===== config.mk =====
export PLATFORM = sky130hd
export DESIGN_NAME = sd_sector_router_flat
export DESIGN_NICKNAME = d
export VERILOG_FILES = /design/src/rtl/sd_router_pkg.sv /design/src/rtl/sd_sector_router_if.sv /design/src/rtl/sd_sector_router_entry_assembler.sv /design/src/rtl/sd_sector_router.sv /design/src/flat_wrapper.sv
export SDC_FILE = /design/constraint.sdc
export NUM_CORES = 1
export LEC_CHECK = 0
export CORE_UTILIZATION = 52
export CTS_CLUSTER_DIAMETER = 200
export CTS_CLUSTER_SIZE = 10
export DETAILED_ROUTE_END_ITERATION = 10
export PLACE_DENSITY = 0.84
export SYNTH_ARGS = -nofsm -noshare
export SYNTH_HDL_FRONTEND = slang
export SYNTH_SLANG_ARGS = --single-unit

===== constraint.sdc =====
create_clock -name clk -period 6.7 [get_ports clk]
set_clock_uncertainty 0.1 [all_clocks]
set_input_delay 0.67 -clock clk [delete_from_list [all_inputs] [get_ports clk]]
set_output_delay 0.67 -clock clk [all_outputs]
set_load 0.005 [all_outputs]

===== src/rtl/sd_router_pkg.sv =====
// Shared types and end-of-chain thresholds for the SD sector router.
package sd_router_pkg;

   typedef enum logic [1:0] {
      MODE_DIR  = 2'd0,
      MODE_FAT  = 2'd1,
      MODE_DATA = 2'd2,
      MODE_RSVD = 2'd3
   } rd_mode_t;

   typedef enum logic [1:0] {
      ST_IDLE,
      ST_ISSUE,
      ST_STREAM,
      ST_FINISH
   } rd_state_t;

   localparam logic [15:0] EOC_THR_16 = 16'hFFF8;
   localparam logic [23:0] EOC_THR_24 = 24'hFFFFF8;
   localparam logic [27:0] EOC_THR_32 = 28'hFFFFFF8;

   // FAT32 ignores the top nibble; narrower formats compare their full width.
   function automatic logic eoc_hit(input logic [31:0] entry, input int entry_bytes);
      case (entry_bytes)
         2:       return (entry & 32'h0000_FFFF) >= 32'(EOC_THR_16);
         3:       return (entry & 32'h00FF_FFFF) >= 32'(EOC_THR_24);
         default: return (entry & 32'h0FFF_FFFF) >= 32'(EOC_THR_32);
      endcase
   endfunction

endpackage


===== src/rtl/sd_sector_router_if.sv =====
// Request, SD byte stream and routed-output bundle between FAT walker, sd_controller and the router.
interface sd_sector_router_if #(
   parameter int BLOCK_BYTES = 512,
   parameter int ENTRY_BYTES = 4
);
   localparam int OFS_W = $clog2(BLOCK_BYTES);

   logic                     req_valid;
   logic                     req_ready;
   logic [1:0]               req_mode;
   logic [31:0]              req_lba;
   logic [OFS_W-1:0]         req_offset;
   logic                     sd_rd;
   logic [31:0]              sd_addr;
   logic [7:0]               sd_byte;
   logic                     sd_byte_vld;
   logic                     sd_done;
   logic                     bram_we;
   logic [OFS_W-1:0]         bram_addr;
   logic [7:0]               bram_wdata;
   logic [7:0]               fifo_data;
   logic                     fifo_valid;
   logic                     fifo_full;
   logic                     fifo_ovf;
   logic [8*ENTRY_BYTES-1:0] entry_data;
   logic                     entry_valid;
   logic                     entry_part;
   logic                     entry_eoc;
   logic                     blk_done;
   logic                     short_err;

   modport slave (
      input  req_valid, req_mode, req_lba, req_offset,
      input  sd_byte, sd_byte_vld, sd_done, fifo_full,
      output req_ready, sd_rd, sd_addr,
      output bram_we, bram_addr, bram_wdata,
      output fifo_data, fifo_valid, fifo_ovf,
      output entry_data, entry_valid, entry_part, entry_eoc,
      output blk_done, short_err
   );

   modport master (
      output req_valid, req_mode, req_lba, req_offset,
      output sd_byte, sd_byte_vld, sd_done, fifo_full,
      input  req_ready, sd_rd, sd_addr,
      input  bram_we, bram_addr, bram_wdata,
      input  fifo_data, fifo_valid, fifo_ovf,
      input  entry_data, entry_valid, entry_part, entry_eoc,
      input  blk_done, short_err
   );

endinterface


===== src/rtl/sd_sector_router_entry_assembler.sv =====
// FAT entry lane capture with cross-sector continuation; optional EOC flag under SD_ROUTER_EOC_DETECT_EN.
module sd_entry_assembler
   import sd_router_pkg::*;
#(
   parameter int BLOCK_BYTES = 512,
   parameter int ENTRY_BYTES = 4
) (
   input  logic                     clk,
   input  logic                     rst,
   input  logic                     start_i,
   input  logic                     fat_i,
   input  logic [$clog2(BLOCK_BYTES)-1:0] offset_i,
   input  logic                     stb_i,
   input  logic [$clog2(BLOCK_BYTES):0]   idx_i,
   input  logic [7:0]               byte_i,
   input  logic                     fin_i,
   input  logic                     short_i,
   output logic [8*ENTRY_BYTES-1:0] entry_data_o,
   output logic                     entry_valid_o,
   output logic                     entry_part_o,
   output logic                     entry_eoc_o
);
   localparam int OFS_W = $clog2(BLOCK_BYTES);
   localparam int EW    = 8 * ENTRY_BYTES;
   localparam logic [2:0] NLANE = 3'(ENTRY_BYTES);

   logic [2:0]     pend_q;
   logic [OFS_W:0] lo_q;
   logic [2:0]     need_q;
   logic [2:0]     lane0_q;
   logic [2:0]     got_q;
   logic           act_q;
   logic           cmpl_q;
   logic [EW-1:0]  lanes_q;
   logic [EW-1:0]  out_q;
   logic           valid_q;

   logic [OFS_W:0] rel;
   logic [2:0]     lane;
   logic           hit;
   logic           last;
   logic           part;
   logic [EW-1:0]  asm;

   // Window [lo, lo+need) maps onto lanes starting at lane0; a continuation starts mid-entry.
   assign rel  = idx_i - lo_q;
   assign hit  = stb_i && act_q && !cmpl_q && (idx_i >= lo_q) && (rel < (OFS_W+1)'(need_q));
   assign lane = lane0_q + rel[2:0];
   assign last = hit && (lane == NLANE - 3'd1);
   assign part = fin_i && act_q && !cmpl_q && !short_i;

   generate
      for (genvar gi = 0; gi < ENTRY_BYTES; gi++) begin : g_lane
         assign asm[8*gi +: 8] = (hit && lane == 3'(gi)) ? byte_i : lanes_q[8*gi +: 8];
      end
   endgenerate

   always_ff @(posedge clk) begin
      if (rst) begin
         pend_q  <= '0;
         lo_q    <= '0;
         need_q  <= '0;
         lane0_q <= '0;
         got_q   <= '0;
         act_q   <= 1'b0;
         cmpl_q  <= 1'b0;
         lanes_q <= '0;
         out_q   <= '0;
         valid_q <= 1'b0;
      end else begin
         valid_q <= last;
         if (hit) begin
            lanes_q <= asm;
            got_q   <= got_q + 3'd1;
         end
         if (last) begin
            cmpl_q <= 1'b1;
            out_q  <= asm;
         end
         if (start_i) begin
            act_q  <= fat_i;
            cmpl_q <= 1'b0;
            got_q  <= '0;
            pend_q <= '0;
            if (fat_i && pend_q != 3'd0) begin
               lo_q    <= '0;
               lane0_q <= NLANE - pend_q;
               need_q  <= pend_q;
            end else begin
               lo_q    <= {1'b0, offset_i};
               lane0_q <= '0;
               need_q  <= NLANE;
            end
         end else if (fin_i) begin
            act_q  <= 1'b0;
            pend_q <= part ? (NLANE - lane0_q - got_q) : 3'd0;
         end
      end
   end

   assign entry_data_o  = out_q;
   assign entry_valid_o = valid_q;
   assign entry_part_o  = part;

`ifdef SD_ROUTER_EOC_DETECT_EN
   logic eoc_q;

   always_ff @(posedge clk) begin
      if (rst) begin
         eoc_q <= 1'b0;
      end else if (last) begin
         eoc_q <= eoc_hit(32'(asm), ENTRY_BYTES);
      end
   end

   assign entry_eoc_o = valid_q && eoc_q;
`else
   assign entry_eoc_o = 1'b0;
`endif

endmodule


===== src/rtl/sd_sector_router.sv =====
// One-sector SD read issuer routing bytes to directory BRAM, FAT entry assembler or audio FIFO.
// Optional end-of-chain detection is enabled by defining SD_ROUTER_EOC_DETECT_EN.
module sd_sector_router
   import sd_router_pkg::*;
#(
   parameter int BLOCK_BYTES = 512,
   parameter int ENTRY_BYTES = 4
) (
   input  logic               clk,
   input  logic               rst,
   sd_sector_router_if.slave  bus
);
   localparam int OFS_W = $clog2(BLOCK_BYTES);
   localparam logic [OFS_W:0] BLK_CNT = (OFS_W+1)'(BLOCK_BYTES);

   rd_state_t      state_q, state_d;
   rd_mode_t       mode_q;
   logic [31:0]    lba_q;
   logic [OFS_W:0] cnt_q;
   logic           done_q;
   logic           ovf_q;

   logic accept;
   logic done_rise;
   logic byte_stb;
   logic fin;

   assign accept    = bus.req_valid && (state_q == ST_IDLE);
   assign done_rise = bus.sd_done && !done_q;
   // Bytes past a full sector are dropped so the BRAM index never wraps.
   assign byte_stb  = (state_q == ST_STREAM) && bus.sd_byte_vld && (cnt_q < BLK_CNT);
   assign fin       = (state_q == ST_FINISH);

   always_ff @(posedge clk) begin
      if (rst) begin
         state_q <= ST_IDLE;
      end else begin
         state_q <= state_d;
      end
   end

   always_comb begin
      state_d = state_q;
      case (state_q)
         ST_IDLE:   if (accept) state_d = ST_ISSUE;
         ST_ISSUE:  state_d = ST_STREAM;
         ST_STREAM: if (done_rise) state_d = ST_FINISH;
         ST_FINISH: state_d = ST_IDLE;
         default:   state_d = ST_IDLE;
      endcase
   end

   always_ff @(posedge clk) begin
      if (rst) begin
         mode_q <= MODE_DIR;
         lba_q  <= '0;
         cnt_q  <= '0;
         done_q <= 1'b0;
         ovf_q  <= 1'b0;
      end else begin
         done_q <= bus.sd_done;
         if (accept) begin
            mode_q <= rd_mode_t'(bus.req_mode);
            lba_q  <= bus.req_lba;
            cnt_q  <= '0;
         end else if (byte_stb) begin
            cnt_q <= cnt_q + 1'b1;
         end
         if (byte_stb && mode_q == MODE_DATA && bus.fifo_full) begin
            ovf_q <= 1'b1;
         end
      end
   end

   assign bus.req_ready  = (state_q == ST_IDLE);
   assign bus.sd_rd      = (state_q == ST_ISSUE);
   assign bus.sd_addr    = lba_q;
   assign bus.bram_we    = byte_stb && (mode_q == MODE_DIR);
   assign bus.bram_addr  = cnt_q[OFS_W-1:0];
   assign bus.bram_wdata = bus.bram_we ? bus.sd_byte : 8'h00;
   assign bus.fifo_valid = byte_stb && (mode_q == MODE_DATA) && !bus.fifo_full;
   assign bus.fifo_data  = bus.fifo_valid ? bus.sd_byte : 8'h00;
   assign bus.fifo_ovf   = ovf_q;
   assign bus.blk_done   = fin;
   assign bus.short_err  = fin && (cnt_q < BLK_CNT);

   sd_entry_assembler #(
      .BLOCK_BYTES (BLOCK_BYTES),
      .ENTRY_BYTES (ENTRY_BYTES)
   ) u_entry (
      .clk           (clk),
      .rst           (rst),
      .start_i       (accept),
      .fat_i         (bus.req_mode == 2'(MODE_FAT)),
      .offset_i      (bus.req_offset),
      .stb_i         (byte_stb && (mode_q == MODE_FAT)),
      .idx_i         (cnt_q),
      .byte_i        (bus.sd_byte),
      .fin_i         (fin),
      .short_i       (cnt_q < BLK_CNT),
      .entry_data_o  (bus.entry_data),
      .entry_valid_o (bus.entry_valid),
      .entry_part_o  (bus.entry_part),
      .entry_eoc_o   (bus.entry_eoc)
   );

endmodule

===== src/flat_wrapper.sv =====
// flat-port wrapper written by rule: the top's interface ports become plain ports
module sd_sector_router_flat import sd_router_pkg::*;
#(
   parameter int BLOCK_BYTES = 512,
   parameter int ENTRY_BYTES = 4
)
  (clk, rst, bus_req_valid, bus_req_mode, bus_req_lba, bus_req_offset, bus_sd_byte, bus_sd_byte_vld, bus_sd_done, bus_fifo_full, bus_req_ready, bus_sd_rd, bus_sd_addr, bus_bram_we, bus_bram_addr, bus_bram_wdata, bus_fifo_data, bus_fifo_valid, bus_fifo_ovf, bus_entry_data, bus_entry_valid, bus_entry_part, bus_entry_eoc, bus_blk_done, bus_short_err);
  sd_sector_router_if #(.BLOCK_BYTES(BLOCK_BYTES), .ENTRY_BYTES(ENTRY_BYTES)) bus_i ();
  input  logic clk;
  input  logic rst;
  input wire logic [$bits(bus_i.req_valid)-1:0] bus_req_valid;
  input wire logic [$bits(bus_i.req_mode)-1:0] bus_req_mode;
  input wire logic [$bits(bus_i.req_lba)-1:0] bus_req_lba;
  input wire logic [$bits(bus_i.req_offset)-1:0] bus_req_offset;
  input wire logic [$bits(bus_i.sd_byte)-1:0] bus_sd_byte;
  input wire logic [$bits(bus_i.sd_byte_vld)-1:0] bus_sd_byte_vld;
  input wire logic [$bits(bus_i.sd_done)-1:0] bus_sd_done;
  input wire logic [$bits(bus_i.fifo_full)-1:0] bus_fifo_full;
  output wire logic [$bits(bus_i.req_ready)-1:0] bus_req_ready;
  output wire logic [$bits(bus_i.sd_rd)-1:0] bus_sd_rd;
  output wire logic [$bits(bus_i.sd_addr)-1:0] bus_sd_addr;
  output wire logic [$bits(bus_i.bram_we)-1:0] bus_bram_we;
  output wire logic [$bits(bus_i.bram_addr)-1:0] bus_bram_addr;
  output wire logic [$bits(bus_i.bram_wdata)-1:0] bus_bram_wdata;
  output wire logic [$bits(bus_i.fifo_data)-1:0] bus_fifo_data;
  output wire logic [$bits(bus_i.fifo_valid)-1:0] bus_fifo_valid;
  output wire logic [$bits(bus_i.fifo_ovf)-1:0] bus_fifo_ovf;
  output wire logic [$bits(bus_i.entry_data)-1:0] bus_entry_data;
  output wire logic [$bits(bus_i.entry_valid)-1:0] bus_entry_valid;
  output wire logic [$bits(bus_i.entry_part)-1:0] bus_entry_part;
  output wire logic [$bits(bus_i.entry_eoc)-1:0] bus_entry_eoc;
  output wire logic [$bits(bus_i.blk_done)-1:0] bus_blk_done;
  output wire logic [$bits(bus_i.short_err)-1:0] bus_short_err;
  assign bus_i.req_valid = bus_req_valid;
  assign bus_i.req_mode = bus_req_mode;
  assign bus_i.req_lba = bus_req_lba;
  assign bus_i.req_offset = bus_req_offset;
  assign bus_i.sd_byte = bus_sd_byte;
  assign bus_i.sd_byte_vld = bus_sd_byte_vld;
  assign bus_i.sd_done = bus_sd_done;
  assign bus_i.fifo_full = bus_fifo_full;
  assign bus_req_ready = bus_i.req_ready;
  assign bus_sd_rd = bus_i.sd_rd;
  assign bus_sd_addr = bus_i.sd_addr;
  assign bus_bram_we = bus_i.bram_we;
  assign bus_bram_addr = bus_i.bram_addr;
  assign bus_bram_wdata = bus_i.bram_wdata;
  assign bus_fifo_data = bus_i.fifo_data;
  assign bus_fifo_valid = bus_i.fifo_valid;
  assign bus_fifo_ovf = bus_i.fifo_ovf;
  assign bus_entry_data = bus_i.entry_data;
  assign bus_entry_valid = bus_i.entry_valid;
  assign bus_entry_part = bus_i.entry_part;
  assign bus_entry_eoc = bus_i.entry_eoc;
  assign bus_blk_done = bus_i.blk_done;
  assign bus_short_err = bus_i.short_err;
  sd_sector_router #(.BLOCK_BYTES(BLOCK_BYTES), .ENTRY_BYTES(ENTRY_BYTES)) u_core (.clk(clk), .rst(rst), .bus(bus_i));
endmodule

# ---- Word level (Yosys, flattened, before mapping)
# Cells that the tools add are included.
dict set report classes {
  order_cmp 3
  n_mux 15
  n_reduce_logical 33
  n_eq_ne 11
  add_sub_neg 7
}
# operator n
set ops {}
lappend ops {{2-to-1 mux 8 bit} 6}
lappend ops {{logical AND 1 bit} 22}
lappend ops {{adder 10 x 1 -> 10 bit, second input constant} 1}
lappend ops {{>= comparator 10 bit} 1}
lappend ops {{less-than comparator 10 bit, second input constant} 1}
lappend ops {{less-than comparator 10 x 3 -> 1 bit} 1}
lappend ops {{subtractor 10 bit} 1}
lappend ops {{2-to-1 mux 3 bit} 3}
lappend ops {{2-to-1 mux 9 bit} 1}
lappend ops {{case mux 2 bit (4 select lines)} 1}
lappend ops {{== test 2 x 1 -> 1 bit, second input constant} 3}
lappend ops {{== test 2 bit, second input constant} 3}
lappend ops {{== test 3 x 2 -> 1 bit, second input constant} 2}
lappend ops {{subtractor 3 bit, first input constant} 2}
lappend ops {{logical NOT 1 bit} 4}
lappend ops {{logical NOT 2 bit} 2}
lappend ops {{2-to-1 mux 2 bit} 2}
lappend ops {{inequality test 2 x 1 -> 1 bit, second input constant} 2}
lappend ops {{adder 3 x 1 -> 3 bit, second input constant} 1}
lappend ops {{adder 3 bit} 1}
lappend ops {{== test 3 x 1 -> 1 bit, second input constant} 1}
lappend ops {{logical NOT 3 bit} 1}
lappend ops {{nonzero test 3 bit} 1}
lappend ops {{subtractor 3 bit} 1}
lappend ops {{other kinds (4)} 5}
dict set report totals {
  regBits 137
  wordCells 85
  out_inout_bits 99
}

# ---- Logic depth before layout (Yosys ltp)
# Gate-level depths: netlist of run 1.
dict set report logic_depth {
  ltp_word 10
  depth_mapped 14
}

# ---- By module
# A second synthesis of run 1 with hierarchy kept.
dict set report unflattened {
  cells_unflattened 648
  hier_area_um2 5939.4
}
# mod area_each_um2 seq_area_each_um2 n_inst cells_each
set modules_own_cells {}
lappend modules_own_cells {sd_entry_assembler 3891.2 1581.5 1 394}
lappend modules_own_cells {sd_sector_router 2048.2 960.9 1 254}

# ---- Least setup slack after synthesis of run 1
# OpenSTA, ideal clock, no wires.
dict set report synth_timing {
  path_kind {flip-flop to flip-flop}
  start {reg u_core.cnt_q[0]}
  end {reg u_core.u_entry.out_q[24], in the netlist u_core.u_entry.entry_data_o[24]}
  t_arrival_ps 3215
  synth_period_minus_slack_ps 3436
  path_stages_with_launch 15
  path_slack_ps 3264
  setup_ps 121
  cell_sequence {dfxtp_1 > inv_1 > ha_1 > inv_1 > fa_1 > ha_1 > nor2b_1 > o21ai_0 > nand3_1 > or4_1 > buf_2 > or4_4 > buf_6 > buf_12 > mux2i_1}
}
dict set report synth_via {
  elab_chain_len 9
  word_cells_on_any_way 14
  classes_between {2 x add/sub; 3 x order compare; 1 x eq/ne; 1 x mux; 7 x reduce/logical}
}
# element line_no
set synth_lines {}
lappend synth_lines {{from (decl)} sd_sector_router.sv:19} ;# logic [OFS_W:0] cnt_q;
lappend synth_lines {{from (signal assigned)} sd_sector_router.sv:67} ;# cnt_q <= cnt_q + 1'b1;
lappend synth_lines {{branches (longest 7 deep; another with subtractor 10 bit)} n/a}
lappend synth_lines {{logical AND 1 bit *} {sd_sector_router_entry_assembler.sv:49, sd_sector_router_entry_assembler.sv:54}}
lappend synth_lines {{2-to-1 mux 8 bit} sd_sector_router_entry_assembler.sv:54} ;# assign asm[8*gi +: 8] = (hit && lane == 3'(gi)) ? byte_i : lanes_q[8*gi +: 8];
lappend synth_lines {{to (signal assigned)} sd_sector_router_entry_assembler.sv:78} ;# out_q <= asm;
lappend synth_lines {{to (decl)} sd_sector_router_entry_assembler.sv:35} ;# logic [EW-1:0] out_q;
# Mark *: on every way between the ends.
# A chain may end at the register's enable or synchronous reset.

# ---- Final worst setup path of run 1
dict set report layout_timing {
  start {reg u_core.state_q[0]}
  end {out bus_bram_wdata[2]}
}
dict set report layout_via {
  elab_chain_len 5
}
# element line_no
set layout_lines {}
lappend layout_lines {{from (decl)} sd_sector_router.sv:16} ;# rd_state_t state_q, state_d;
lappend layout_lines {{from (signal assigned)} sd_sector_router.sv:38} ;# state_q <= state_d;
lappend layout_lines {{== test 2 bit} sd_sector_router.sv:31} ;# assign byte_stb = (state_q == ST_STREAM) && bus.sd_byte_vld && (cnt_q < BLK_CNT);
lappend layout_lines {{logical AND 1 bit (2 in series)} sd_sector_router.sv:31}
lappend layout_lines {{logical AND 1 bit} sd_sector_router.sv:78} ;# assign bus.bram_we = byte_stb && (mode_q == MODE_DIR);
lappend layout_lines {{2-to-1 mux 8 bit} sd_sector_router.sv:80} ;# assign bus.bram_wdata = bus.bram_we ? bus.sd_byte : 8'h00;
lappend layout_lines {{to (decl)} flat_wrapper.sv:24} ;# output wire logic [$bits(bus_i.bram_wdata)-1:0] bus_bram_wdata;
# Every way passes these cells.

==> impl.org, run 1 <==
** GRT
- Largest net degree at the start of global routing :: 75
- The number of global-route vias before repair came to 4463.
- Most congested layer reported by global routing :: met2
- For this run, global-route usage on met1 was measured as 0.2989.
- All-layer global routing usage :: 0.2471
- Global-route wire length before repair :: between 20000 and 25000 um
- The initial antenna violation count came to 0.
- The total overflow left after global routing is 0.
- Met2 usage in global routing :: 0.4197
- For this run, global-route usage on met3 was measured as 0.05947.

** Clock tree
- TritonCTS Buffers :: 17
- Reg clk slew, reported paths :: 60 ps
- Buffer cell driving the clock tree root :: clkbuf_8
- The number of gates resized after CTS was 0.
- Max clock buf depth :: 2
- Post-CTS Setup Repair Bufs :: 0
- TritonCTS clock tree :: yes
- After clock tree synthesis, the flow added hold-fix buffers numbering 0.
- Count of H-tree levels built during CTS :: 4
- Clock sink count :: 127
- Clk Latency, worst-skew pair :: 530 ps

** Yosys
- The biggest area contributor in the post-synthesis netlist is dfxtp_1.
- The synthesized netlist contains 49 unique library cells.
- Sequential area share after synthesis :: 0.4516
- After synthesis the netlist holds a flip-flop and latch count of between 100 and 150.
- Yosys mapped a number of flops with a built-in enable equal to 0.
- Most used flip-flop cell after synthesis :: dfxtp_1
- The number of nets handed over by synthesis was between 600 and 700.
- By area the synthesized netlist is led by dfxtp_1 45%, mux2i_1 11%, nand2b_1 7.6%, ha_1 5.3%, a22o_1 5.3%.
- After technology mapping, the gate count stands at roughly 560.
- Of the post-synthesis cell area, the dominant cell type holds 0.4516.
- Most frequent cells after synthesis :: 127 x dfxtp_1, 68 x nand2b_1, 60 x mux2i_1, 34 x a22o_1
- Average instance area after synthesis :: 9.983 um^2
- Total of warnings raised by yosys :: 0
- After synthesis the cells add up to 0.005630 mm^2.
- Cell with the most instances after synthesis :: dfxtp_1
- For this run, asynchronously set or reset flops after synthesis account for 0.

** Min path
- Path type of the worst min-delay path :: reg -> reg

** Worst setup path
- On the worst path, the slowest cell contributes a delay of around 820 ps.
- Walking the worst path, the cells encountered are inv_1 > ha_1 > nand2_1 > or2_2 > nor3_1 > and2_1 > clkdlybuf4s50_1.
- Setup CP Type :: reg -> out
- The worst setup path is launched from a flip-flop.
- STA classifies the critical path endpoint as an output pin.
- Worst-path fanout max :: 9
- The slowest stage of the critical path is the nor3_1 cell.
- Data on the critical path arrives at its endpoint at 3180 ps.
- Data required, critical path :: roughly 6000 ps

** Floorplanning
- The die covers 0.01125 mm^2.
- Core region area :: 0.01042 mm^2
- Die Ht :: 106.1 um
- Boundary Pins :: ~160
- For this configuration, the core starts out at a cell density of 0.5405.
- Row cnt :: 37
- Die width :: 106.1 um

** Drt
- Avg WL per Cell :: 15.82 um
- Antenna Violating Nets Remaining :: 0
- DRC marker count from the first detailed-route iteration :: approximately 170
- Length of the first detailed-routing pass in iterations :: 4
- Dividing the detail-routed via count by the number of cells gives 5.338.
- The final layout contains routed wiring with a total length of 13450 um.
- In the routed design, unresolved DRC markers number 0.
- Vias after detailed routing :: about 4500

** Timing
- Final period utilization :: 0.5893
- Setup repair after global routing left no endpoint under its margin.
- Post-layout min period :: 3948 ps
- At the pin with the least slew margin, the transition time is 1047 ps.
- Summed negative setup slack over all endpoints :: 0 ps
- The final-report max-slew violation count was 0.
- Maximum frequency from static timing analysis :: 0.2533 GHz
- Final Hold Viols :: 0
- Setup violations, final :: 0
- Max_slew headroom :: 0.2965

** Pwr
- The share of total power dissipated in sequential elements is 0.378.
- Design Power :: between 0.002 and 0.0025 W
- Leak :: 3.198 nW
- Of the total power, combinational logic draws 0.230.
- VDD IR max :: around 0.18 mV
- Internal power comes to ~0.0016 W.
- Switching part of the total power :: 0.2795
- The share of total power dissipated in the clock network is 0.392.
- Net switching component of the power :: around 0.00063 W
- Power spread over the standard cell area amounts to 294.8 mW/mm^2.

** Placed design
- The count of buffers added on input and output ports is 154.
- Estimated wirelength of the detail-placed design :: around 9300 um
- Placer congestion estimate :: 0.8708

** Run
- Reported max-cap violation count :: 0

** Finish
- Counting the fill cells in the layout gives 750.
- In the final design database the tool counted 784 nets.
- Share of post-route cells with drive strength above 1 :: 0.05742
- Count of antenna diodes in the layout :: 0
- For this run, the share of the core covered by cells in the final layout is 0.7378.
- From synthesis to final layout, the design area changed by 36.49%.

** Status
- Outcome :: completed
cell type report:
cell class | instances | area [um^2] | area share
multi-input combinational | 369 | 2738 | 0.3562
clock buffer | 22 | 462.9 | 0.06024
timing repair buffer | 155 | 1544 | 0.2009
sequential | 127 | 2542 | 0.3308
clock inverter | 10 | 111.4 | 0.01449
inverter | 31 | 116.4 | 0.01514
tap | 136 | 170.2 | 0.02214
state kept, by name (all words and copies together) (netlist names), 2 cells and up:
register,flops
u_core.bus.sd_addr,32
u_core.cnt_q,10
u_core.mode_q,2
u_core.state_q,2
u_core.u_entry.entry_data_o,32
u_core.u_entry.got_q,3
u_core.u_entry.lane0_q,2
u_core.u_entry.lanes_q,24
u_core.u_entry.lo_q,9
u_core.u_entry.need_q,3
u_core.u_entry.pend_q,3
worst max-delay path: cells and delay by family, from the launching register on:
family                   cells  cell delay [ps]
flip-flops                   1              340
buffers and inverters        2              610
AND/OR/NAND/NOR              4             1490
adder cells (fa/ha/maj)      1              210
power groups by stage:
stage	logic, W	clock network [W]	registers [W]
after floorplan	0.000285	0	0.000868
after global placement	0.000489	0	0.000867
after detailed placement	0.000509	0	0.000870
after CTS	0.000518	0.000897	0.000857
after global routing	0.000565	0.000928	0.000864
final	0.000521	0.000888	0.000857
per-layer routing:
metal,part of all wire,wire (um),vias to the layer above
li1,-,-,2201
met1,0.42,5659,2137
met2,0.49,6641,174
met3,0.065,879,25
met4,0.020,267,0
met5,0,0,-
metrics by stage:
stage	area, um^2	hold WS, ps	worst slack, ps	cells
CTS	7680	373.8	2723	850
detailed placement	7106	358.7	2815	818
global placement	7106	358.7	2892	818
global route	7685	396.9	2537	850
finish	7685	370.1	2752	850
floorplan	5630	344.4	3264	564
kinds of logic (layout without fill, tap and decap cells):
group,count (synthesis),count (layout),synth area share
compound gates,80,80,0.1053
other cells,1,1,0.0006660
fa+ha+maj,26,26,0.06045
simple gates,188,188,0.1880
mux,60,60,0.1067
flops,127,127,0.4516
xor+xnor,14,14,0.02178
buf+inv,68,218,0.06555
worst paths after layout:
check                 startpoint                        endpoint  slack [ps]  depth (start not counted)
min reg2reg  u_core.bus.fifo_ovf             u_core.bus.fifo_ovf         370                          2
min          u_core.bus.fifo_ovf             u_core.bus.fifo_ovf         370                          2
max reg2reg      u_core.cnt_q[0]  u_core.u_entry.entry_data_o[2]        2830                         11
max            u_core.state_q[0]               bus_bram_wdata[2]        2750                          7
cells in the final DEF (no fill, tap or decap), drive strengths merged, types with 3 or more instances in the layout:
| cell type | instances |
|---|---|
| o21ai | 16 |
| ha | 24 |
| nor3 | 9 |
| nor4 | 3 |
| nand3b | 3 |
| a22o | 34 |
| a21oi | 11 |
| clkinvlp | 3 |
| nor2 | 25 |
| nor3b | 3 |
| a31oi | 3 |
| clkdlybuf4s50 | 153 |
| or4 | 4 |
| a21o | 4 |
| nand2b | 68 |
| inv | 31 |
| a2bb2oi | 3 |
| mux2i | 60 |
| and2 | 18 |
| and3 | 4 |
| xor2 | 8 |
| xnor2 | 6 |
| nand2 | 31 |
| clkinv | 5 |
| nor2b | 4 |
| dfxtp | 127 |
| clkbuf | 22 |
| nand3 | 6 |
| nand4 | 5 |
Power figures use the tool's default switching activity.
==> run 2: changes to the inputs <==
--- a/config.mk
+++ b/config.mk
@@ -5,11 +5,11 @@
 export SDC_FILE = /design/constraint.sdc
 export NUM_CORES = 1
 export LEC_CHECK = 0
-export CORE_UTILIZATION = 52
+export CORE_UTILIZATION = 48
 export CTS_CLUSTER_DIAMETER = 200
 export CTS_CLUSTER_SIZE = 10
 export DETAILED_ROUTE_END_ITERATION = 10
-export PLACE_DENSITY = 0.84
+export PLACE_DENSITY = 0.78
 export SYNTH_ARGS = -nofsm -noshare
 export SYNTH_HDL_FRONTEND = slang
 export SYNTH_SLANG_ARGS = --single-unit
==> constraint.sdc (replaced) <==
create_clock -name clk -period 4.07 [get_ports clk]
set_clock_uncertainty 0.1 [all_clocks]
set_input_delay 0.407 -clock clk [delete_from_list [all_inputs] [get_ports clk]]
set_output_delay 0.407 -clock clk [all_outputs]
set_load 0.005 [all_outputs]
==> impl.org, run 2 (synthesized netlist as in run 1, its figures left out) <==
** Timing
- Final period utilization :: 0.9348
- Max_slew headroom :: 0.2591 (-0.03738)
- Setup repair after global routing left no endpoint under its margin.
- For the finished layout, the period the worst path requires is between 3000 and 4000 ps.
- The number of failing setup endpoints in the final timing report came to 0 (unchanged).
- The final-report max-slew violation count came to 0 (unchanged).
- The final count of hold timing violations was 0 (unchanged).
- Maximum frequency from static timing analysis :: 0.2628 GHz
- The final setup TNS was 0 ps (unchanged).
- Worst Tran Pin Value :: 1109 ps (+61.66 ps)

** Worst setup path
- Data arrival at the endpoint of the critical path :: 3970 ps (+790 ps)
- The worst register-to-register path ends at u_core.u_entry.entry_data_o[26].
- Data required, critical path :: 4240 ps (-1690 ps)
- Setup CP Type :: reg -> reg
- Launch point of the worst reg-to-reg path :: u_core.cnt_q[0]
- The register-to-register setup slack is 270 ps (-2560 ps).
- The cell depth of the worst flop-to-flop path was 11 (unchanged).
- The maximum fanout along the worst path came to 33 (+24).
- STA classifies the critical path endpoint as a flip-flop.
- STA classifies the critical path startpoint as a flip-flop.

** Clock tree
- The CTS clock-pin slew for the worst setup and hold paths was 60 ps (about the same).
- TritonCTS Buffers :: 17 (unchanged)
- Max clock buf depth :: 2 (unchanged)
- Post-CTS Setup Repair Bufs :: 0 (unchanged)
- The hold buffer count at cts was 0 (unchanged).
- The worst-skew pair later-pin latency is 410 ps (-120 ps).
- The count of H-tree levels built during CTS came to 4 (unchanged).
- Buffer cell driving the clock tree root :: clkbuf_16
- The post-cts resize count is 0 (unchanged).
- TritonCTS built the clock tree.
- The CTS sink count was 127 (unchanged).

** Floorplanning
- Boundary Pins :: 156 (unchanged)
- Die width :: 110.3 um (+4.0%)
- The area of the core was 0.01142 mm^2 (+9.6%).
- Die Ht :: 110.3 um (+4.0%)
- Area of the die :: 0.01217 mm^2 (+8.2%)
- Row cnt :: 39 (+5.4%)
- Starting density of the core :: 0.4931 (-0.04744)

** Pwr
- VDD IR max :: 0.2941 mV (+66%)
- Power per cell area :: 508.8 mW/mm^2 (+73%)
- The portion of total power attributed to the clock network came to 0.430 (+0.038).
- Design Power :: 0.003973 W (+75%)
- Internal power component :: 0.002918 W (+79%)
- The combinational power share was 0.216 (-0.014).
- Leak :: 3.260 nW (+2.0%)
- Switching part of the total power :: 0.2656 (-0.01389)
- Net switching component of the power :: 0.001055 W (+67%)
- The sequential cell fraction of total power came to 0.355 (-0.023).

** Finish
- Count of antenna diodes in the layout :: 0 (unchanged)
- The core utilization of the finished layout is 0.6839 (-0.05391).
- Layout area overhead :: 38.69%
- The number of standard cells in the final layout excluding fillers came to 860 (+1.2%).
- Net count of the finished layout :: 787 (+0.38%)
- Share of post-route cells with drive strength above 1 :: 0.06416 (+0.006733)
- Fillers :: 903 (+20%)
- Most common cell after layout, fill and taps aside :: clkdlybuf4s50_1
- In the layout the commonest cells are 153 x clkdlybuf4s50_1, 127 x dfxtp_1, 68 x nand2b_1, 60 x mux2i_1, 34 x a22o_1.

** Drt
- The length of the first detailed-routing pass in iterations is 4 (unchanged).
- The via count was 4484 (-1.2%).
- DRC marker count from the first detailed-route iteration :: 272 (+63%)
- The post-route antenna net violation count is 0 (unchanged).
- Final routed wirelength across all metal layers :: 13590 um (+1.1%)
- Vias per std cell :: 5.214 (-2.3%)
- The detail-routed net length per standard cell is 15.80 um (about the same).
- The final routed DRC violation total was 0 (unchanged).

** Placed design
- The placed wire-length estimate after detailed placement is 9452 um (+1.6%).
- The cell count after placement came to 828 (+1.2%).
- The number of buffer cells added on primary ports came to 154 (unchanged).
- The final weighted congestion of routability-driven global placement was 0.8408 (-3.4%).

** Status
- Outcome :: completed

** Min path
- The startpoint identified for the worst hold timing path is u_core.bus.fifo_ovf.
- Number of stages on the worst hold path :: 2 (unchanged)
- In this run the worst hold path is classified as reg -> reg.
- For hold timing, the worst endpoint is u_core.bus.fifo_ovf.

** GRT
- The initial antenna violation count is 0 (unchanged).
- The global-route wire length before repair was 21050 um (-3.7%).
- Largest net degree at the start of global routing :: 75 (unchanged)
- Vias in the first global route :: 4343 (-2.7%)
- The sum of overflow across all layers after global routing was 0 (unchanged).
- The global router's overall resource usage is 0.2279 (-0.01919).

** Run
- Reported max-cap violation count :: 0 (unchanged)
[run 2: cell types whose count changed in the layout (fill, tap and decap cells not counted), sizes merged]
| cell | change |
|---|---|
| buf | +3 |
| bufinv | +3 |
| clkbuf | -2 |
| clkinv | -2 |
| clkinvlp | -1 |
| inv | +2 |
[run 2: cell type report]
type / instances / area [um^2] / area share
Inverter: 31 / 116.4 / 0.01490
Sequential cell: 127 / 2542 / 0.3256
Tap cell: 143 / 178.9 / 0.02291
Timing Repair Buffer: 158 / 1567 / 0.2006
Clock inverter: 12 / 205.2 / 0.02628
Clock buffer: 20 / 466.7 / 0.05977
Multi-Input combinational cell: 369 / 2733 / 0.3499
[run 2: metrics by stage]
stage                     hold slack (ps)  area (um^2)  setup WS, ps
after floorplan                     344.4         5630         634.1
after global placement              358.0         7137         389.3
after detailed placement            360.3         7137         266.4
after CTS                           376.8         7809         263.8
after global routing                396.4         7809         112.3
final                               376.4         7809         265.3
[run 2: worst max-delay path, stage by stage, from the launching register on]
cell     delay, ps
dfxtp_1        390
inv_1           80
ha_1           210
inv_1           70
fa_1           440
ha_1           280
nor2b_1        130
o21ai_0        170
nand3_1        110
or4_1          620
or4_4          860
mux2i_1        210
[run 2: worst max path at each step]
stage                    startpoint                              end  slack, ps
floorplan           u_core.cnt_q[0]  u_core.u_entry.entry_data_o[24]        630
global placement    u_core.cnt_q[0]   u_core.u_entry.entry_data_o[5]        390
detailed placement  u_core.cnt_q[0]   u_core.u_entry.entry_data_o[7]        270
CTS                 u_core.cnt_q[0]  u_core.u_entry.entry_data_o[26]        260
global route        u_core.cnt_q[0]   u_core.u_entry.entry_data_o[4]        110
finish              u_core.cnt_q[0]  u_core.u_entry.entry_data_o[26]        270
[run 2: power groups by stage]
stage	registers (W)	clock network, W	logic (W)
5_1_grt	0.00142	0.00179	0.000937
6_report	0.00141	0.00171	0.000858
4_1_cts	0.00141	0.00172	0.000856
3_5_place_dp	0.00143	0	0.000845
2_1_floorplan	0.00143	0	0.000469
3_3_place_gp	0.00143	0	0.000818
[run 2: metal layers]
metal | up-vias | GRT usage | share of wire | routed length, um
met4 | 0 | 0.08271 | 0.013 | 183
met1 | 2118 | 0.2744 | 0.43 | 5806
met5 | - | 0 | 0 | 0
li1 | 2216 | - | - | -
met3 | 15 | 0.05467 | 0.047 | 644
met2 | 135 | 0.3940 | 0.51 | 6957
==> run 3: changes to the inputs <==
--- a/config.mk
+++ b/config.mk
@@ -5,11 +5,14 @@
 export SDC_FILE = /design/constraint.sdc
 export NUM_CORES = 1
 export LEC_CHECK = 0
-export CORE_UTILIZATION = 48
+export CELL_PAD_IN_SITES_DETAIL_PLACEMENT = 0
+export CELL_PAD_IN_SITES_GLOBAL_PLACEMENT = 2
+export CORE_UTILIZATION = 29
 export CTS_CLUSTER_DIAMETER = 200
 export CTS_CLUSTER_SIZE = 10
 export DETAILED_ROUTE_END_ITERATION = 10
-export PLACE_DENSITY = 0.78
+export PLACE_DENSITY = 0.77
+export REMOVE_ABC_BUFFERS = 1
 export SYNTH_ARGS = -nofsm -noshare
 export SYNTH_HDL_FRONTEND = slang
 export SYNTH_SLANG_ARGS = --single-unit
==> impl.org, run 3 (synthesized netlist as in run 1, its figures left out) <==
** Worst setup path
- Largest delay contributor family on the critical path :: simple AND/OR/NAND/NOR gates
- The data arrival at the endpoint of the critical path was 3990 ps (+20 ps).
- The signal on the critical path passes through inv_1 > ha_1 > inv_1 > fa_1 > xor2_1 > ha_1 > nor3b_1 > nand4_1 > or4_1 > or4_4 > mux2i_1.
- STA classifies the critical path startpoint as a flip-flop.
- The critical path is of the reg -> reg type.
- Worst-path fanout max :: 33 (unchanged)
- In this run the critical register-to-register path is captured at u_core.u_entry.entry_data_o[25].
- The number of buffer and inverter stages on the critical path is 2 (unchanged).
- The most critical setup path has its endpoint at u_core.u_entry.entry_data_o[25].
- The depth of the critical timing path with buffers and inverters included is 11 (unchanged).
- Library cell contributing the largest single delay on the critical path :: or4_4
- The critical path starts at u_core.cnt_q[0].
- Kind of capture point of the worst setup path :: flip-flop
- The data required time of the critical path is 4250 ps (about the same).
- The worst register-to-register path begins at u_core.cnt_q[0].
- Slack of the worst reg-to-reg path :: 260 ps (about the same)
- Count of cells along the worst register-to-register path :: 11 (unchanged)
- Delay of the slowest cell on the worst path :: 870 ps (about the same)

** Timing
- Worst Tran Pin Value :: 1155 ps (+45.90 ps)
- Final period utilization :: 0.9369 (+0.002069)
- Max_slew headroom :: 0.2284 (-0.03067)
- The upper clock frequency limit came to 0.2623 GHz (-0.22%).
- Final Hold Viols :: 0 (unchanged)
- The number of failing setup endpoints in the final timing report was 0 (unchanged).
- RSZ-0062 raised after global routing :: no
- The time the worst path needs with I/O delays and setup was 3813 ps (+8.421 ps).
- The final-report max-slew violation count was 0 (unchanged).
- Summed negative setup slack over all endpoints :: 0 ps (unchanged)
- The worst-case setup margin in the final layout was 256.9 ps (-8.421 ps).

** Drt
- Vias per std cell :: 4.497 (-14%)
- Antenna Violating Nets Remaining :: 0 (unchanged)
- The length of the first detailed-routing pass in iterations came to 4 (unchanged).
- The violation count after the first detailed-routing iteration is 185 (-32%).
- Final routed wirelength across all metal layers :: 13840 um (+1.9%)
- Vias after detailed routing :: 4398 (-1.9%)
- Avg WL per Cell :: 14.16 um (-10%)
- Post-detailed-route DRC marker count :: 0 (unchanged)

** Pwr
- The worst voltage drop across the vdd grid is 0.2844 mV (-3.3%).
- The power density relative to cell area came to 477.5 mW/mm^2 (-6.2%).
- The leakage dissipation was 3.233 nW (-0.85%).

** Min path
- Worst min-delay path startpoint :: rst
- Path type of the worst min-delay path :: in -> reg

** Floorplanning
- The number of I/O pins is 156 (unchanged).
- The area of the core is 0.01889 mm^2 (+65%).
- Die Ht :: 141.3 um (+28%)
- Row cnt :: 50 (+28%)
- Area of the die :: 0.01998 mm^2 (+64%)
- Starting density of the core :: 0.2980 (-0.1951)
- The horizontal die dimension is 141.3 um (+28%).

** Run
- The reported max-cap violation count came to 0 (unchanged).

** Finish
- The number of inserted filler cells in the final layout came to 1835 (+100%).
- Leaving out fill and tap cells, the most frequent cell in the layout is clkdlybuf4s50_1.
- Leaving out fill and tap cells, the most frequent cells in the layout are 153 x clkdlybuf4s50_1, 127 x dfxtp_1, 68 x nand2b_1, 60 x mux2i_1, 34 x a22o_1.
- The number of diodes added for antenna fixing was 0 (unchanged).
- The share of post-route cells with drive strength above 1 is 0.06546 (+0.001303).
- The finished layout cell area was 0.007880 mm^2 (+0.91%).
- Net count of the finished layout :: 789 (+0.25%)
- The number of standard cells in the final layout excluding fillers is 978 (+14%).
- Layout area overhead :: 39.96%

** Placed design
- Post-placement cell count :: 947 (+14%)
- Number of port buffers :: 154 (unchanged)
- The final weighted congestion of routability-driven global placement came to 0.7642 (-9.1%).
- The placed wire-length estimate after detailed placement came to 9831 um (+4.0%).
- The total placed instance area is 0.007298 mm^2 (+2.3%).
- The post-place setup slack is 282.4 ps (+15.99 ps).

** GRT
- Number of antenna violations at the first check in global routing :: 1 (+1)
- Overflow left after global routing :: 0 (unchanged)
- The global-route wire length before repair is 22240 um (+5.7%).
- The largest net degree at the start of global routing came to 69 (-8.0%).
- The number of global-route vias before repair is 4336 (-0.16%).
- All-layer global routing usage :: 0.1439 (-0.08401)

** Clock tree
- The tree is rooted in a clkbuf_16.
- The hold buffer count at cts came to 0 (unchanged).
- The number of setup buffers added after CTS is 0 (unchanged).
- The number of clock buffers inserted by TritonCTS is 17 (unchanged).
- The buffer levels on the longest clock path came to 2 (unchanged).
- The worst-skew pair later-pin latency was 420 ps (about the same).
- The CTS clock-pin slew for the worst setup and hold paths is 60 ps (about the same).
- TritonCTS built the clock tree.
- Count of H-tree levels built during CTS :: 4 (unchanged)
- The post-cts resize count is 0 (unchanged).
- The CTS sink count is 127 (unchanged).

** Status
- The flow ran to the end, and the final reports show no timing, DRC or antenna violations.
==> run 3: cell types whose count changed in the layout (fill, tap and decap cells not counted), sizes merged <==
| cell | previous run | this run |
|---|---|---|
| clkbuf | 20 | 17 |
| clkinv | 3 | 5 |
| bufinv | 5 | 2 |
| inv | 33 | 37 |
| buf | 5 | 7 |
| clkinvlp | 2 | 1 |
==> run 3: worst min path at each step <==
stage	end	slack, ps	depth (start not counted)
floorplan	u_core.u_entry.need_q[2]	340	2
global placement	u_core.bus.sd_addr[21]	360	1
detailed placement	u_core.bus.sd_addr[3]	360	1
CTS	u_core.state_q[1]	210	2
global route	u_core.state_q[1]	220	2
finish	u_core.state_q[1]	230	2
==> run 3: stage by stage <==
step	util	hold WS, ps	total power [W]
floorplan	-	337.4	0.001880
global placement	0.3863	361.2	0.002269
detailed placement	0.3863	362.5	0.002286
CTS	0.4171	208.3	0.003807
global route	0.4171	224.2	0.003961
finish	0.4171	230.2	0.003763
==> run 3: layout make-up <==
cell class              instances  area, um^2  area share
inverters                      31       116.4     0.01477
clock buffers                  17       425.4     0.05399
flip-flops and latches        127        2542      0.3226
well taps                     260       325.3     0.04128
clock inverters                14       156.4     0.01985
repair buffers                160        1582      0.2007
multi-input cells             369        2733      0.3468
==> run 3: per-layer routing <==
metal	GRT usage	share of wire
met5	0	0
met4	0.06522	0.015
met3	0.04286	0.063
met2	0.2209	0.44
met1	0.1855	0.48
==> run 3: where the power goes <==
| part | internal, W | switching, W | leakage, nW |
|---|---|---|---|
| sequential | 0.00135 | 0.0000586 | 1.03 |
| combinational | 0.000428 | 0.000424 | 1.92 |
| clock | 0.000909 | 0.000595 | 0.285 |
| total | 0.00269 | 0.00108 | 3.23 |
